==> config.mk <==
export PLATFORM = sky130hd
export DESIGN_NAME = gray_pos_tracker
export DESIGN_NICKNAME = d
export VERILOG_FILES = /design/src/rtl/gray_pos_tracker.sv
export SDC_FILE = /design/constraint.sdc
export NUM_CORES = 1
export LEC_CHECK = 0
export BUFFER_PORTS_ARGS = -buffer_cell sky130_fd_sc_hd__buf_2
export CORE_UTILIZATION = 36
export DETAILED_ROUTE_END_ITERATION = 8
export GPL_ROUTABILITY_DRIVEN = 0
export GPL_TIMING_DRIVEN = 0
export PLACE_DENSITY = 0.53
export RECOVER_POWER = 25
export SKIP_LAST_GASP = 1
export SLEW_MARGIN = 30
export SYNTH_ARGS = -nofsm -noshare
export SYNTH_HDL_FRONTEND = slang
export SYNTH_SLANG_ARGS = --single-unit
==> constraint.sdc <==
create_clock -name clk -period 2.6 [get_ports clk]
set_input_delay 0.26 -clock clk [delete_from_list [all_inputs] [get_ports clk]]
set_output_delay 0.26 -clock clk [all_outputs]
set_load 0.02 [all_outputs]
==> src/rtl/gray_pos_tracker.sv <==
// gray_pos_tracker
//   Debounces a raw 4-bit Gray encoder bus and decodes each newly stable code
//   with one converter instance. Each legal code becomes a position event on
//   a valid/ready handshake. A code is flagged as a skip when its position
//   differs from the previous one by more than 1. Illegal codes and skips are
//   counted. Repeated illegal codes latch a fault, which clr releases.
//
//   Parameters
//     STABLE_CYCLES  consecutive identical samples before evaluation (>=1)
//     ERR_LIMIT      consecutive illegal codes that force FAULT (1..15)
//   Ports
//     clk        clock, rising edge
//     rst        synchronous active-high reset
//     en         tracking enable
//     clr        one-cycle pulse: clear error counters, leave FAULT
//     nin        raw Gray code from encoder
//     out_ready  consumer accepts the pending event
//     out_valid  event available (HOLD)
//     pos_out    decoded position 0..8
//     dir        1 = position increased, 0 = decreased or first event
//     skip       |delta| > 1 versus previous position
//     err_cnt    saturating count of illegal codes plus skips
//     fault      FAULT state indicator

// converter
//   Decodes a 4-bit Gray code to a position 0..8. Any code outside the
//   legal set decodes to 0 with sgn=1.
//   Ports: nin (code in), nout (position out), sgn (illegal code flag)
module converter (
    input  logic [3:0] nin,
    output logic [3:0] nout,
    output logic       sgn
);
    always_comb begin
        nout = '0;
        sgn  = 1'b0;
        case (nin)
            4'b0000: nout = 4'd0;
            4'b0001: nout = 4'd1;
            4'b0011: nout = 4'd2;
            4'b0010: nout = 4'd3;
            4'b0110: nout = 4'd4;
            4'b0111: nout = 4'd5;
            4'b0101: nout = 4'd6;
            4'b0100: nout = 4'd7;
            4'b1100: nout = 4'd8;
            default: sgn  = 1'b1;
        endcase
    end
endmodule

module gray_pos_tracker #(
    parameter int STABLE_CYCLES = 4,
    parameter int ERR_LIMIT     = 3
) (
    input  logic       clk,
    input  logic       rst,
    input  logic       en,
    input  logic       clr,
    input  logic [3:0] nin,
    input  logic       out_ready,
    output logic       out_valid,
    output logic [3:0] pos_out,
    output logic       dir,
    output logic       skip,
    output logic [3:0] err_cnt,
    output logic       fault
);
    localparam int CW = (STABLE_CYCLES > 1) ? $clog2(STABLE_CYCLES) : 1;
    localparam logic [CW-1:0] CNT_MAX = CW'(STABLE_CYCLES - 1);
    localparam logic [4:0]    LIMIT   = 5'(ERR_LIMIT);

    typedef enum logic [2:0] {IDLE, SETTLE, EVAL, HOLD, FAULT} state_t;

    state_t          state;
    logic [3:0]      nin_q;
    logic [CW-1:0]   cnt;
    logic            stable;
    logic [3:0]      last_code;
    logic            last_vld;
    logic            have_ref;
    logic [3:0]      pos;
    logic [3:0]      consec;

    logic [3:0]        conv_nout;
    logic              conv_sgn;
    logic signed [4:0] diff;
    logic              is_skip;
    logic [3:0]        err_sat;
    logic [4:0]        consec_inc;

    converter u_conv (
        .nin  (nin_q),
        .nout (conv_nout),
        .sgn  (conv_sgn)
    );

    assign stable     = (cnt == CNT_MAX);
    assign diff       = signed'({1'b0, conv_nout}) - signed'({1'b0, pos});
    assign is_skip    = (diff > 5'sd1) || (diff < -5'sd1);
    assign err_sat    = (err_cnt == 4'hF) ? err_cnt : err_cnt + 4'd1;
    assign consec_inc = {1'b0, consec} + 5'd1;

    always_ff @(posedge clk) begin
        if (rst) begin
            state     <= IDLE;
            nin_q     <= '0;
            cnt       <= '0;
            last_code <= '0;
            last_vld  <= 1'b0;
            have_ref  <= 1'b0;
            pos       <= '0;
            consec    <= '0;
            out_valid <= 1'b0;
            pos_out   <= '0;
            dir       <= 1'b0;
            skip      <= 1'b0;
            err_cnt   <= '0;
            fault     <= 1'b0;
        end else begin
            // Debounce runs in every state, including HOLD and FAULT.
            nin_q <= nin;
            if (nin == nin_q)
                cnt <= stable ? cnt : cnt + CW'(1);
            else
                cnt <= '0;

            case (state)
                IDLE: begin
                    if (en)
                        state <= SETTLE;
                end
                SETTLE: begin
                    if (!en)
                        state <= IDLE;
                    else if (stable && (!last_vld || nin_q != last_code))
                        state <= EVAL;
                end
                EVAL: begin
                    last_code <= nin_q;
                    last_vld  <= 1'b1;
                    if (conv_sgn) begin
                        err_cnt <= err_sat;
                        consec  <= consec_inc[3:0];
                        // A concurrent clr empties the counters, so the
                        // limit is never considered reached.
                        if (consec_inc == LIMIT && !clr) begin
                            state <= FAULT;
                            fault <= 1'b1;
                        end else begin
                            state <= SETTLE;
                        end
                    end else begin
                        pos       <= conv_nout;
                        pos_out   <= conv_nout;
                        have_ref  <= 1'b1;
                        consec    <= '0;
                        out_valid <= 1'b1;
                        state     <= HOLD;
                        if (have_ref) begin
                            dir  <= (conv_nout > pos);
                            skip <= is_skip;
                            if (is_skip)
                                err_cnt <= err_sat;
                        end else begin
                            dir  <= 1'b0;
                            skip <= 1'b0;
                        end
                    end
                end
                HOLD: begin
                    if (out_ready) begin
                        out_valid <= 1'b0;
                        state     <= SETTLE;
                    end
                end
                FAULT: begin
                    if (clr) begin
                        fault <= 1'b0;
                        state <= SETTLE;
                    end
                end
                default: state <= IDLE;
            endcase

            // Placed last so clr overrides any increment made above.
            if (clr) begin
                err_cnt <= '0;
                consec  <= '0;
            end
        end
    end
endmodule

# Word-level counts from Yosys, hierarchy flattened
# Cells that the tools add are included.
# classes
addsub	4
n_mul	0
div	0
magnitude_cmp	3
n_eq_ne	26
shifts	0
mux	23
bitwise_logic	1
reduce_logical	18
# ops
operator	n
$pmux 4 s8	1
$mux 3	7
$mux 4	5
$eq 4x3->1 const B	4
$pmux 3 s5	1
$ne 2x2->1 const B	6
$reduce_or 9->1	1
$eq 4x2->1 const B	2
$eq 4x4->1 const B	2
$reduce_and 4->1	2
$mux 1	7
$eq 3x2->1 const B	2
$reduce_and 3->1	2
$add 4x1->5 const B	1
$eq 5x2->1 const B	1
$gt 5x2->1 const B	1
$lt 5x1->1 const B	1
$sub 4x4->5	1
$add 4x1->4 const B	1
$eq 4x1->1 const B	1
$eq 4x4->1	1
$gt 4x4->1	1
$logic_not 4->1	1
$ne 2x1->1 const B	2
other kinds (15)	21
# word_totals
ff_bits	31
latch_bits	0
ramBits	0
mem_bits_ro	0
in_bits	9
out_inout_bits	12
wordCells	88
memories	0

# Logic depth before layout (Yosys ltp)
# logic_depth
ltp_word	8
depth_mapped	11
ltp_nobuf	10

# Modules after synthesis
# From an unflattened synthesis, not the netlist that was laid out.
# hier_totals
cells_unflattened	224
hier_area_um2	1790.5
# by_module_without_submodules
module	instances	cells_each	area_per_inst_um2	seq_area_each_um2
gray_pos_tracker	1	215	1722.9	620.6
converter	1	9	67.6	0.0

# Worst setup path before layout
# OpenSTA, ideal clock, no wires.
# synth_timing
kind	register to register
startpoint	register nin_q[2]
endpoint	register err_cnt[1]
setup_ps	116
arrival_time_ps	2741
required_time_ps	2484
setup_slack_ps	-257
path_stages_with_launch	12
n_path_buf	1
period_less_slack_ps	2857
cell_sequence	dfxtp_1 buf_2 xor2_1 nor2_1 or3b_2 ha_1 fa_1 a2111oi_0 a2111o_1 nand3_1 a21oi_1 a41o_1
# synth_via
elab_chain_cells	7
elab_cells_between_ends	19
classes_between	add/sub: 1; order compare: 2; eq/ne: 10; mux: 2; reduce/logical: 4
# synth_lines
element	line	source
start, declared	76	logic [3:0] nin_q;
start signal, assigned	122	nin_q <= nin;
$eq 4x4->1, or another cell as far along	37	case (nin)
$pmux 4 s8	37	
$sub 4x4->5	99	assign diff = signed'({1'b0, conv_nout}) - signed'({1'b0, pos});
$gt 5x2->1 or $lt 5x1->1 (tied branches)	100	assign is_skip = (diff > 5'sd1) || (diff < -5'sd1);
$logic_or 1x1->1	100	
$ne 2x1->1 (no source line)	n/a	
$reduce_and 3->1 (no source line)	n/a	
end signal, assigned	143	err_cnt <= err_sat;
end signal, assigned	164	err_cnt <= err_sat;
end, declared	66	output logic [3:0] err_cnt,
# Several ways; a longest one is shown, not always the timed one.
# A chain may end at the register's enable or synchronous reset.

# Worst setup path in the final report
# layout_timing
startpoint	register nin_q[2]
endpoint	register err_cnt[2]
# The elaborated chain is that of the path after synthesis.

==> results.toml <==
[layout]
antennaDiodeCount = 0
synthToLayoutAreaGrowth_pct = 20.4
finalInstanceArea_um2 = 1980
nFillCells = 461
drive_gt1_share_pct = 17.2
nNetsFinal = 249
regArea_um2 = 623
multi_input_area_um2 = 1020

[timing]
rsz0062_at_grt = "true"
fin_crit_sh_pct = 106
setup_viol = 5
max_freq_mhz = 363
holdWs_ns = 0.224
period_needed_ns = 2.75
final_hold_viol_count = 0
slew_violations = 0
tightest_slew_ns = 0.501
max_slew_margin_pct = 66.6
finClkSkew_ns = 0.00615
setup_ws_ns = -0.154

[min_path]
worstHoldPathType = "primary input to flop"

[die]
die_h_um = 69.6
dieWidth_um = 69.6
die_area_um2 = 4850
core_area_um2 = 4380
io_pins = 21
initial_utilization_pct = 37.6
row_count = 24

[placement]
place_area_um2 = 1860
hpwlAfterDp_um = 2570
portBuffers = 20
dp_slack_ns = -0.171

[setup_path]
path_class = "flop to flop"
critPathCaptureType = "flop"
arrival_ns = 2.91
cp_data_required_time_ns = 2.76
cp_max_fo = 3
critPathLaunchType = "flop"

[synthesis]
syn_avg_cell_area_um2 = 8.11
syn_area_um2 = 1650
ys.flop_type = "dfxtp_1"
yosys_warnings = 0
yosysSeqAreaShare_pct = 37.7
syn_nets = 221
ys_seq_elements = 31
syn-instance-count = 203
synth_edf_count = 0
ys_types = 43
synthArstFlopShare_pct = 0

[pwr]
peakVddDrop_v = 0.000275
leakage_nw = 0.776
power_density_nw_per_um2 = 533

[global_route]
antenna_found_initial = 0
grt_util_all_layers_pct = 16.1
grt_pass1_vias = 1350
grt_max_degree = 11
grt_pass1_wl_um = 6220
overflow = 0

[cts]
cts_buffers = 5
clockBufferDepth = 2
clk_latency_ns = 0.28
cts_hold_buf = 0
cts_tree = "done"
clk_pin_slew_ns = 0.07
cts_max_level = 2
cts-root-buf = "clkbuf_8"
cts_sinks = 31

[route]
vias = 1420
via_per_inst = 5.00
drc = 0
drtPass1Iterations = 4
postRouteWirelength_um = 3570
wl_per_cell_um = 12.6
dr.first_iter.drc_count = 55
ant_nets = 0

[job]
max-cap-violations = 0

[run_status]
status = "finished, violations left"
failed_checks = "negative setup slack"
-- cell usage after synthesis, types with 4 or more instances --
cell / number / share of area, %
nor2b_1: 10 / 3.8
nand2_1: 20 / 4.6
xor2_1: 7 / 3.7
nor2_1: 29 / 6.6
xnor2_1: 6 / 3.2
clkbuf_1: 7 / 1.6
ha_1: 8 / 6.1
inv_1: 7 / 1.6
nor3_1: 7 / 2.1
dfxtp_1: 31 / 38
a21oi_1: 23 / 7.0
buf_2: 4 / 1.2
-- metal layers --
metal | vias to the layer above | global-route usage [%] | share of wire, %
li1 | 755 | - | -
met1 | 634 | 21.8 | 52
met2 | 26 | 24.4 | 42
met3 | 5 | 4.36 | 4.4
met4 | 0 | 6.00 | 1.5
met5 | - | 0 | 0
-- path summary, 6_finish.rpt --
check / startpoint / endpoint / slack, ns / depth (start not counted)
hold reg to reg: fault / fault / 0.46 / 2
setup / recovery: nin_q[2] / err_cnt[2] / -0.15 / 11
hold / removal: nin[2] / nin_q[2] / 0.22 / 2
setup reg to reg: nin_q[2] / err_cnt[2] / -0.15 / 11
-- placed cells by master, fill, tap and decap left out, types with 3 or more instances in the layout --
| cell | count |
|---|---|
| dfxtp_1 | 29 |
| clkbuf_1 | 14 |
| a21oi_1 | 22 |
| buf_2 | 16 |
| xnor2_1 | 6 |
| o21ai_0 | 3 |
| inv_1 | 7 |
| ha_1 | 7 |
| nand3b_1 | 3 |
| nor3_1 | 6 |
| nor2_1 | 29 |
| nand2_1 | 20 |
| a22oi_1 | 3 |
| and3_1 | 3 |
| nor2b_1 | 10 |
| xor2_1 | 6 |
| clkbuf_8 | 5 |
-- through the flow --
stage / power (mW) / TNS (ns) / std cells / utilization [%]
final: 1.06 / -0.576 / 284 / 45.2
after global routing: 1.12 / -1.15 / 284 / 45.2
after CTS: 1.07 / -0.565 / 284 / 44.9
after detailed placement: 0.688 / -0.638 / 275 / 42.5
after global placement: 0.689 / -0.612 / 275 / 42.5
after floorplan: 0.644 / -0.0458 / 203 / -
-- critical path: stages, from the launching register on --
cell	delay (ns)
dfxtp_2	0.32
buf_6	0.12
xor2_4	0.17
nand2_1	0.06
or3b_4	0.39
ha_4	0.17
fa_2	0.54
a2111oi_2	0.04
a2111o_1	0.43
a31oi_1	0.19
xnor2_1	0.13
nor2_1	0.06
-- sequential cells by signal, indices dropped and copies added (netlist names), 2 cells and up --
name and count:
pos 4, state 3, nin_q 4, err_cnt 4, consec 4, cnt 2, last_code 4
-- cell families after synthesis --
group	synth area share (%)
XOR/XNOR	6.91
multiplexers	0.608
AND/OR/NAND/NOR	25.8
buffers and inverters	4.41
AO/OA/AOI/OAI	17.3
adder cells (fa/ha/maj)	7.30
flip-flops	37.7
-- area by class of cell --
type	count	area share, %
plain buffers	10	2.78
multi-input cells	154	51.6
flip-flops and latches	31	31.4
clock inverters	1	0.253
inverters	7	1.33
well taps	52	3.28
clock buffers	7	3.85
repair buffers	22	5.43
-- repair_timing --
item,CTS,global route
setup buffers,1,1
pin swaps,0,3
setup endpoints to repair,5,5
gates resized for setup,5,2
gates cloned,0,0
-- where the power goes --
group / switching, mW / leakage, nW / internal, mW / total [mW]
Sequential: 0.0133 / 0.252 / 0.491 / 0.504
Clock: 0.183 / 0.0422 / 0.188 / 0.371
Combinational: 0.105 / 0.482 / 0.0751 / 0.180
Total: 0.302 / 0.776 / 0.754 / 1.06
No activity file was read; power rests on OpenSTA's default activity.
